$ cat config.mk
export PLATFORM = sky130hd
export DESIGN_NAME = rpn_evaluator_flat
export DESIGN_NICKNAME = d
export VERILOG_FILES = /design/src/rtl/rpn_pkg.sv /design/src/rtl/rpn_if.sv /design/src/rtl/rpn_alu.sv /design/src/rtl/rpn_evaluator.sv /design/src/flat_wrapper.sv
export SDC_FILE = /design/constraint.sdc
export NUM_CORES = 2
export LEC_CHECK = 0
export BUFFER_PORTS_ARGS = -buffer_cell sky130_fd_sc_hd__clkbuf_2
export CAP_MARGIN = 20
export CORE_MARGIN = 5
export CORE_UTILIZATION = 45
export CTS_BUF_LIST = sky130_fd_sc_hd__clkbuf_16
export CTS_CLUSTER_SIZE = 16
export DETAILED_ROUTE_END_ITERATION = 12
export PLACE_DENSITY = 0.59
export SKIP_LAST_GASP = 1
export SLEW_MARGIN = 40
export SYNTH_ARGS = -nofsm -noshare
export SYNTH_HDL_FRONTEND = slang
export SYNTH_SLANG_ARGS = --single-unit
$ cat constraint.sdc
create_clock -name CLK -period 16.6 [get_ports CLK]
set_input_delay 3.32 -clock CLK [delete_from_list [all_inputs] [get_ports CLK]]
set_output_delay 3.32 -clock CLK [all_outputs]
set_load 0.01 [all_outputs]
$ cat src/rtl/rpn_pkg.sv
`default_nettype none
// ============================================================================
// Module   : rpn_pkg
// Purpose  : Operator codes shared with the converter, evaluator state encoding
// Revision : 1.0
// ============================================================================
package rpn_pkg;

  localparam logic [2:0] OP_MUL = 3'b001;
  localparam logic [2:0] OP_ADD = 3'b010;
  localparam logic [2:0] OP_SUB = 3'b011;
  localparam logic [2:0] OP_EQ  = 3'b100;

  typedef enum logic [2:0] {
    ST_IDLE = 3'd0,
    ST_EXEC = 3'd1,
    ST_EMIT = 3'd2,
    ST_DONE = 3'd3,
    ST_HOLD = 3'd4
  } rpn_state_e;

endpackage
`default_nettype wire

$ cat src/rtl/rpn_if.sv
`default_nettype none
// ============================================================================
// Module   : rpn_if
// Purpose  : Token input and result output strobe/ack handshakes
// Revision : 1.0
// ============================================================================
interface rpn_if #(
  parameter int WIDTH = 32
) ();

  logic             token_stb;
  logic [WIDTH-1:0] token_data;
  logic             token_is_operator;
  logic             token_ack;
  logic             result_stb;
  logic [WIDTH-1:0] result_data;
  logic             result_error;
  logic             result_ack;

  // Producer/consumer side
  modport master (
    output token_stb, token_data, token_is_operator, result_ack,
    input  token_ack, result_stb, result_data, result_error
  );

  // Evaluator side
  modport slave (
    input  token_stb, token_data, token_is_operator, result_ack,
    output token_ack, result_stb, result_data, result_error
  );

endinterface
`default_nettype wire

$ cat src/rtl/rpn_alu.sv
`default_nettype none
// ============================================================================
// Module   : rpn_alu
// Purpose  : Combinational two's complement '*', '+', '-' on two operands
// Revision : 1.0
// ============================================================================
module rpn_alu
  import rpn_pkg::*;
#(
  parameter int WIDTH = 32
) (
  input  logic [WIDTH-1:0] a,
  input  logic [WIDTH-1:0] b,
  input  logic [2:0]       op,
  output logic [WIDTH-1:0] result
);

  always_comb begin
    result = '0;
    case (op)
      OP_MUL:  result = a * b;
      OP_ADD:  result = a + b;
      OP_SUB:  result = a - b;
      default: result = '0;
    endcase
  end

endmodule
`default_nettype wire

$ cat src/rtl/rpn_evaluator.sv
`default_nettype none
// ============================================================================
// Module   : rpn_evaluator
// Purpose  : Postfix token sequencer driving an operand stack and the ALU
// Revision : 1.0
// ============================================================================
module rpn_evaluator
  import rpn_pkg::*;
#(
  parameter int DEPTH = 16,
  parameter int WIDTH = 32
) (
  input  logic                       CLK,
  input  logic                       RST,
  rpn_if.slave                       bus,
  output logic [$clog2(DEPTH+1)-1:0] stack_depth
);

  localparam int c_DW = $clog2(DEPTH + 1);
  localparam int c_AW = $clog2(DEPTH);

  rpn_state_e       r_state;
  rpn_state_e       w_state_nxt;

  logic [WIDTH-1:0] r_stack [DEPTH];
  logic [c_DW-1:0]  r_depth;
  logic [WIDTH-1:0] r_tok_data;
  logic             r_tok_is_op;
  logic             r_commit;
  logic [c_AW-1:0]  r_wr_idx;
  logic [WIDTH-1:0] r_wr_data;
  logic [c_DW-1:0]  r_new_depth;
  logic             r_result_stb;
  logic [WIDTH-1:0] r_result_data;
  logic             r_result_error;
  logic             r_token_ack;

  logic [2:0]       w_code;
  logic [c_AW-1:0]  w_top_idx;
  logic [c_AW-1:0]  w_next_idx;
  logic [c_AW-1:0]  w_push_idx;
  logic             w_full;
  logic [WIDTH-1:0] w_alu;

  logic             w_latch;
  logic             w_emit;
  logic             w_err;
  logic             w_commit;
  logic [c_AW-1:0]  w_wr_idx;
  logic [WIDTH-1:0] w_wr_data;
  logic [c_DW-1:0]  w_new_depth;
  logic [WIDTH-1:0] w_res_data;
  logic             w_clr;
  logic             w_ack_nxt;

  assign w_code     = r_tok_data[2:0];
  assign w_push_idx = r_depth[c_AW-1:0];
  assign w_top_idx  = r_depth[c_AW-1:0] - c_AW'(1);
  assign w_next_idx = r_depth[c_AW-1:0] - c_AW'(2);
  assign w_full     = (r_depth == c_DW'(DEPTH));

  // a is the entry below the top, b is the top of stack
  rpn_alu #(
    .WIDTH (WIDTH)
  ) u_alu (
    .a      (r_stack[w_next_idx]),
    .b      (r_stack[w_top_idx]),
    .op     (w_code),
    .result (w_alu)
  );

  always_ff @(posedge CLK) begin
    if (RST) r_state <= ST_IDLE;
    else     r_state <= w_state_nxt;
  end

  always_comb begin
    w_state_nxt = r_state;
    case (r_state)
      ST_IDLE: if (bus.token_stb) w_state_nxt = ST_EXEC;
      ST_EXEC: w_state_nxt = w_emit ? ST_EMIT : ST_DONE;
      ST_EMIT: if (r_result_stb && bus.result_ack) w_state_nxt = ST_DONE;
      ST_DONE: w_state_nxt = ST_HOLD;
      ST_HOLD: if (!bus.token_stb) w_state_nxt = ST_IDLE;
      default: w_state_nxt = ST_IDLE;
    endcase
  end

  always_comb begin
    w_latch     = 1'b0;
    w_emit      = 1'b0;
    w_err       = 1'b0;
    w_commit    = 1'b0;
    w_wr_idx    = '0;
    w_wr_data   = '0;
    w_new_depth = r_depth;
    w_res_data  = '0;
    w_clr       = 1'b0;
    w_ack_nxt   = 1'b0;
    case (r_state)
      ST_IDLE: w_latch = bus.token_stb;
      ST_EXEC: begin
        if (!r_tok_is_op) begin
          if (w_full) begin
            w_err = 1'b1;
          end else begin
            w_commit    = 1'b1;
            w_wr_idx    = w_push_idx;
            w_wr_data   = r_tok_data;
            w_new_depth = r_depth + c_DW'(1);
          end
        end else begin
          case (w_code)
            OP_MUL, OP_ADD, OP_SUB: begin
              if (r_depth < c_DW'(2)) begin
                w_err = 1'b1;
              end else begin
                w_commit    = 1'b1;
                w_wr_idx    = w_next_idx;
                w_wr_data   = w_alu;
                w_new_depth = r_depth - c_DW'(1);
              end
            end
            OP_EQ: begin
              if (r_depth == c_DW'(1)) begin
                w_emit     = 1'b1;
                w_res_data = r_stack[0];
              end else begin
                w_err = 1'b1;
              end
            end
            default: w_err = 1'b1;
          endcase
        end
        if (w_err) w_emit = 1'b1;
      end
      ST_EMIT: w_clr     = r_result_stb && bus.result_ack;
      ST_DONE: w_ack_nxt = 1'b1;
      default: ;
    endcase
  end

  // Stack updates land one cycle after EXEC so depth moves with token_ack
  always_ff @(posedge CLK) begin
    if (RST) begin
      r_depth        <= '0;
      r_tok_data     <= '0;
      r_tok_is_op    <= 1'b0;
      r_commit       <= 1'b0;
      r_wr_idx       <= '0;
      r_wr_data      <= '0;
      r_new_depth    <= '0;
      r_result_stb   <= 1'b0;
      r_result_data  <= '0;
      r_result_error <= 1'b0;
      r_token_ack    <= 1'b0;
    end else begin
      r_token_ack <= w_ack_nxt;
      if (w_latch) begin
        r_tok_data  <= bus.token_data;
        r_tok_is_op <= bus.token_is_operator;
      end
      if (r_state == ST_EXEC) begin
        r_commit    <= w_commit;
        r_wr_idx    <= w_wr_idx;
        r_wr_data   <= w_wr_data;
        r_new_depth <= w_new_depth;
        if (w_emit) begin
          r_result_data  <= w_res_data;
          r_result_error <= w_err;
        end
      end
      if (r_state == ST_DONE && r_commit) begin
        r_depth  <= r_new_depth;
        r_commit <= 1'b0;
      end
      if (r_state == ST_EMIT && !r_result_stb) r_result_stb <= 1'b1;
      if (w_clr) begin
        r_result_stb   <= 1'b0;
        r_result_data  <= '0;
        r_result_error <= 1'b0;
        r_depth        <= '0;
      end
    end
  end

  always_ff @(posedge CLK) begin
    if (!RST && r_state == ST_DONE && r_commit) r_stack[r_wr_idx] <= r_wr_data;
  end

  assign bus.token_ack    = r_token_ack;
  assign bus.result_stb   = r_result_stb;
  assign bus.result_data  = r_result_data;
  assign bus.result_error = r_result_error;
  assign stack_depth      = r_depth;

endmodule
`default_nettype wire

$ cat src/flat_wrapper.sv
// flat-port wrapper written by rule: the top's interface ports become plain ports
module rpn_evaluator_flat import rpn_pkg::*;
#(
  parameter int DEPTH = 16,
  parameter int WIDTH = 32
)
  (CLK, RST, stack_depth, bus_token_stb, bus_token_data, bus_token_is_operator, bus_result_ack, bus_token_ack, bus_result_stb, bus_result_data, bus_result_error);
  rpn_if #(.WIDTH(WIDTH)) bus_i ();
  input  logic CLK;
  input  logic RST;
  output logic [$clog2(DEPTH+1)-1:0] stack_depth;
  input wire logic [$bits(bus_i.token_stb)-1:0] bus_token_stb;
  input wire logic [$bits(bus_i.token_data)-1:0] bus_token_data;
  input wire logic [$bits(bus_i.token_is_operator)-1:0] bus_token_is_operator;
  input wire logic [$bits(bus_i.result_ack)-1:0] bus_result_ack;
  output wire logic [$bits(bus_i.token_ack)-1:0] bus_token_ack;
  output wire logic [$bits(bus_i.result_stb)-1:0] bus_result_stb;
  output wire logic [$bits(bus_i.result_data)-1:0] bus_result_data;
  output wire logic [$bits(bus_i.result_error)-1:0] bus_result_error;
  assign bus_i.token_stb = bus_token_stb;
  assign bus_i.token_data = bus_token_data;
  assign bus_i.token_is_operator = bus_token_is_operator;
  assign bus_i.result_ack = bus_result_ack;
  assign bus_token_ack = bus_i.token_ack;
  assign bus_result_stb = bus_i.result_stb;
  assign bus_result_data = bus_i.result_data;
  assign bus_result_error = bus_i.result_error;
  rpn_evaluator #(.DEPTH(DEPTH), .WIDTH(WIDTH)) u_core (.CLK(CLK), .RST(RST), .bus(bus_i), .stack_depth(stack_depth));
endmodule
# [After elaboration in Yosys (flattened, before gate mapping)]
# Memory sizes are Yosys's and may differ from the RTL's.
# Index checks and enable logic that the tools add are counted.
[word_totals] regBits=118 memories=1 elab_cells=88 ramBits=512 in_bits=37 output_inout_bits=40
[op_classes] multipliers=1 order_cmp=1 n_reduce_logical=13 addsub=6 n_eq_ne=13 muxes=41
[mem_list] name="u_core.r_stack" words=16 width=32 read_ports=3 rd_ports_with_merged_regs=0 write_ports=1 line_no="rpn_evaluator.sv:25" text="logic [WIDTH-1:0] r_stack [DEPTH];"
[op_table] op="$mux 32" count=7
[op_table] op="$pmux 32 s3" count=1
[op_table] op="$add 32x32->32" count=1
[op_table] op="$mul 32x32->32" count=1
[op_table] op="$sub 32x32->32" count=1
[op_table] op="$mux 1" count=20
[op_table] op="$mux 5" count=4
[op_table] op="$mux 4" count=4
[op_table] op="$pmux 3 s5" count=1
[op_table] op="$eq 3x2->1 const B" count=4
[op_table] op="$mux 3" count=3
[op_table] op="$eq 3x1->1 const B" count=2
[op_table] op="$eq 3x3->1 const B" count=2
[op_table] op="$add 5x1->5 const B" count=1
[op_table] op="$eq 5x1->1 const B" count=1
[op_table] op="$eq 5x5->1 const B" count=1
[op_table] op="$logic_and 1x1->1" count=5
[op_table] op="$lt 5x2->1 const B" count=1
[op_table] op="$sub 5x1->5 const B" count=1
[op_table] op="$ne 2x2->1 const B" count=2
[op_table] op="$reduce_or 2->1" count=2
[op_table] op="$sub 4x1->4 const B" count=1
[op_table] op="$sub 4x2->4 const B" count=1
[op_table] op="$logic_not 3->1" count=1
[op_table] op="6 further kinds" count=7

# [Logic depth before layout (Yosys ltp)]
[depth] word_depth=9 mapped_depth=46 depth_no_buf=35

# [Cells and area by module]
# Synthesis repeated with hierarchy kept, for this count alone.
[hier_totals] cells_unflattened=3533 area_unflattened_um2=45977.8
[modules_own_cells] module="rpn_evaluator" cells_per_inst=1435 area_each_um2=27770.4 seq_area_each_um2=17737.0 n_inst=1
[modules_own_cells] module="rpn_alu" cells_per_inst=2098 area_each_um2=18207.5 seq_area_each_um2=0.0 n_inst=1

# [Worst setup path after synthesis]
# No wires, ideal clock.
[synth_timing] path_kind="flip-flop to flip-flop" from="register u_core.r_depth[1] (netlist: u_core.stack_depth[1])" to="register u_core.r_wr_data[29]" n_path_buf=12 t_required_ps=16514 slack_ps=6323 setup_time_ps=86 path_stages_with_launch=44 t_arrival_ps=10192 synth_period_minus_slack_ps=10277 cell_sequence="dfxtp_1 buf_4 buf_4 buf_2 buf_4 buf_2 inv_1 ha_1 buf_6 buf_4 buf_4 buf_4 buf_2 mux4_2 mux2i_1 nor2_1 a21oi_1 clkbuf_1 (+8 left out) fa_1 inv_1 fa_1 inv_1 fa_1 fa_1 ha_1 a21o_1 a21o_1 a21oi_1 nor2_1 a211oi_1 a21oi_1 or3_1 a31oi_1 xnor2_1 nand2_1 a211oi_1"
[synth_via] elab_chain_len=7 elab_cells_between_ends=13 classes_between="add/sub (4); mul (1); order compare (1); eq/ne (1); mux (5); memory (1)"
[synth_rtl] item="from (decl)" line_no="rpn_evaluator.sv:26" text="logic [c_DW-1:0] r_depth;"
[synth_rtl] item="from (signal assigned)" line_no="rpn_evaluator.sv:174" text="r_depth <= r_new_depth;"
[synth_rtl] item="$sub 4x2->4 / $sub 4x1->4 (equally long branches)" line_no="rpn_evaluator.sv:59, rpn_evaluator.sv:58"
[synth_rtl] item="$mem_v2 16x32"
[synth_rtl] item="$mul 32x32->32, or another cell as far along" line_no="rpn_alu.sv:21" text="OP_MUL: result = a * b;"
[synth_rtl] item="$pmux 32 s3" line_no="rpn_alu.sv:20" text="case (op)"
[synth_rtl] item="$mux 32" line_no="rpn_evaluator.sv:115" text="if (r_depth < c_DW'(2)) begin"
[synth_rtl] item="$mux 32" line_no="rpn_evaluator.sv:113" text="case (w_code)"
[synth_rtl] item="$mux 32 (*)" line_no="rpn_evaluator.sv:103" text="if (!r_tok_is_op) begin"
[synth_rtl] item="to (signal assigned)" line_no="rpn_evaluator.sv:166" text="r_wr_data <= w_wr_data;"
[synth_rtl] item="to (decl)" line_no="rpn_evaluator.sv:31" text="logic [WIDTH-1:0] r_wr_data;"
# Mark *: on every way between the ends. The rest lies on a longest branch, timed or not.
# A chain may end at the register's enable or synchronous reset.

# [Worst setup path in the final report]
[layout_timing] from="register u_core.r_depth[0] (netlist: u_core.stack_depth[0])" to="register u_core.r_wr_data[27]"
# Same word-level chain as after synthesis.

==> out/results.txt <==
Synth Instances - 3762
Critical Path AT - 11.77 ns
max incr delay on CP - 0.84 ns
Hold Fails Final Rpt - 0
DR vias/cell - 5.93
CP startpoint - u_core.stack_depth[0]
most used cell, CP - fa_1
Setup CP Type - flip-flop to flip-flop
Worst Path Max Fanout - 86
Max-Cap Viols - 0
clock share of power - 27.2%
Die X - 331 um
vias in the first global route - 31300
synth-to-layout area growth - 8.54%
EDFF count, synth - 512
Filler cells - 9069
RSZ-0062 raised after global routing - false
Die Height - 331 um
router iterations before antenna repair - 6
Clock Skew - 0.0452 ns
Leakage - 19.5 nW
DRC violations left - 0
CTS max path bufs - 3
HPWL Detailed - 95.8 mm
fraction of layout cells with a size suffix above 1 - 16.2%
nets@finish - 4374
sequential element share of the synthesized area - 38.3%
Peak Freq - 88.7 MHz
CTS Hold Bufs - 0
internal power - 0.00343 W
Max IR drop VDD - 0.124 mV
Synth top area share - 33.2%
HP Class - flip-flop to flip-flop
Slew headroom - 40.2%
outcome - finished, final reports clean
Ys Warns - 0
CTS Buf Count - 61
startpoint types - flip-flop
Seq cells post-synth - 630
clock period minus worst slack - 11.27 ns
ys async rst share - 0%
CTS tree - built
final number of setup-violating endpoints - 0
H-tree levels - 2
hold path startpoint - u_core.bus.result_error
synth unique cells - 86
Avg Inst Size Synth - 12.3 sq um
R2R Path Start - u_core.stack_depth[0]
Initial Utilization - 45.4%
sequential share of power - 35.5%
Setup crit end kind - flip-flop
initial antenna violation count - 2
Post-Layout Cell Count - 5185
1st-iter DRT viols - 3178
die area - 109000 sq um
Worst EP required - 17.10 ns
Core ar. - 102000 sq um
clock sink total - 630
placed cells - 5068
Worst Tran Pin Value - 0.894 ns
first-pass GRT wire length - 207 mm
Gate power share - 37.3%
slowest CP cell - ha_4
Synth area leaders - edfxtp_1 (33%), fa_1 (18%), mux4_2 (13%), dfxtp_1 (5.1%), ha_1 (4.4%)
worst-skew pair later-pin latency - 0.66 ns
largest net degree at the start of global routing - 87
top_reg_cell synth - edfxtp_1
post-CTS setup buffer count - 0
row cnt - 117
P_sw - 0.00185 W
Final GP Congestion - 0.935
Mapped Area - 46300 sq um
I/O Pins - 77
Switching Share - 35.1%
Routed Antenna Nets - 0
Routed WL per cell - 26.9 um
clk slew on worst S/H paths - 0.07 ns
Root Buffer - clkbuf_16
Vias - 30700
Remaining Overflow, GRT - 0
post-route setup TNS - 0 ns
ant diodes - 0
WL final - 140 mm
post-synth net total - 4372
pwr dens - 105 nW/um^2
post-CTS sizing - 0
post-route clock period utilization - 67.9%
Total Routing Usage GR - 25.7%
Final Max Tran Viols - 0
# port buffers - 76
leading area contributor after synthesis - edfxtp_1
-- state kept, by name (all words and copies together) (netlist names), 3 cells and up --
| name | flops |
|---|---|
| u_core.r_stack | 512 |
| u_core.r_state | 3 |
| u_core.r_wr_data | 32 |
| u_core.stack_depth | 5 |
| u_core.r_new_depth | 5 |
| u_core.r_tok_data | 32 |
| u_core.bus.result_data | 32 |
| u_core.r_wr_idx | 4 |
-- metal layers --
layer	vias up	track usage, %	part of all wire (%)
met5	-	0	0.0050
met4	2	6.72	3.0
met3	217	4.67	8.9
met2	1399	41.6	47
met1	16100	36.3	41
li1	13000	-	-
-- final timing paths --
path | end | slack, ns | cells past startpoint
setup / recovery | u_core.r_wr_data[27] | 5.33 | 32
hold reg to reg | u_core.bus.result_error | 0.46 | 2
setup reg to reg | u_core.r_wr_data[27] | 5.33 | 32
hold / removal | u_core.bus.result_error | 0.46 | 2
-- stage by stage --
| step | hold slack (ns) | worst slack, ns | utilization (%) | instance area (sq um) | power, W |
|---|---|---|---|---|---|
| final | 0.460 | 5.33 | 49.3 | 50300 | 0.00528 |
| after global routing | 0.474 | 4.80 | 49.3 | 50300 | 0.00557 |
| after CTS | 0.460 | 5.27 | 49.2 | 50200 | 0.00529 |
| after detailed placement | 0.448 | 5.31 | 47.2 | 48100 | 0.00383 |
| after global placement | 0.444 | 5.28 | 47.0 | 48000 | 0.00383 |
| after floorplan | 0.436 | 6.32 | - | 46300 | 0.00327 |
-- cells in the mapped netlist (9+ instances only) --
| cell type | n |
|---|---|
| buf_2 | 26 |
| a21oi_1 | 96 |
| mux4_1 | 14 |
| or3_1 | 10 |
| buf_6 | 29 |
| nor3_1 | 47 |
| fa_1 | 409 |
| mux2_2 | 27 |
| dfxtp_1 | 118 |
| a211oi_1 | 9 |
| and2_1 | 26 |
| a21o_1 | 32 |
| a221oi_1 | 26 |
| buf_4 | 23 |
| edfxtp_1 | 512 |
| nor2_1 | 439 |
| ha_1 | 164 |
| mux4_2 | 263 |
| xor2_1 | 41 |
| nand2b_1 | 67 |
| a31oi_1 | 14 |
| o22ai_1 | 11 |
| o21bai_1 | 9 |
| a22oi_1 | 34 |
| nor2b_1 | 34 |
| o21ai_0 | 42 |
| clkbuf_1 | 112 |
| nand2_1 | 311 |
| xnor2_1 | 94 |
| nand3_1 | 28 |
| buf_1 | 16 |
| inv_1 | 460 |
| and3_1 | 17 |
| mux2i_1 | 62 |
| or2_2 | 11 |
-- kinds of logic after synthesis --
family | Yosys count | share of synthesized area, %
AND/OR/NAND/NOR | 1015 | 9.53
buffers and inverters | 686 | 6.47
adder cells (fa/ha/maj) | 573 | 22.1
XOR/XNOR | 141 | 2.80
multiplexers | 367 | 15.6
AO/OA/AOI/OAI | 350 | 5.16
flip-flops | 630 | 38.3
-- power groups by stage --
| stage | logic (W) | clock network [W] | registers, W |
|---|---|---|---|
| final | 0.00197 | 0.00144 | 0.00188 |
| after CTS | 0.00195 | 0.00146 | 0.00187 |
| after global placement | 0.00192 | 0 | 0.00191 |
| after global routing | 0.00216 | 0.00153 | 0.00188 |
| after detailed placement | 0.00193 | 0 | 0.00191 |
| after floorplan | 0.00141 | 0 | 0.00186 |
-- layout by cell type, fill, tap and decap left out, types with 42 or more instances in the layout --
master     count
inv_1        469
nand2_1      311
xnor2_1       92
buf_4         63
clkbuf_16     66
nor2_1       424
fa_1         409
mux4_2       263
mux2i_1       62
dfxtp_1      116
a21oi_1       93
edfxtp_1     512
nand2b_1      66
clkbuf_2      75
ha_1         162
nor3_1        42
-- cell type report --
class                      count  area, sq um  area share (%)
inverter                     474         1780            3.54
timing repair buffer         151         1090            2.17
sequential                   630        17700            35.3
clock buffer                  66         1650            3.29
tap                         1368         1710            3.41
multi-input combinational   2446        25800            51.4
clock inverter                50          437           0.869
-- critical path: cells and delay by family, from the launching register on --
family	cells	cell delay [ns]
buffers and inverters	7	1.50
XOR/XNOR	1	0.18
flip-flops	1	0.76
AND/OR/NAND/NOR	4	0.66
adder cells (fa/ha/maj)	10	5.18
multiplexers	2	0.84
AO/OA/AOI/OAI	8	1.85
(Power assumes the default switching activity.)
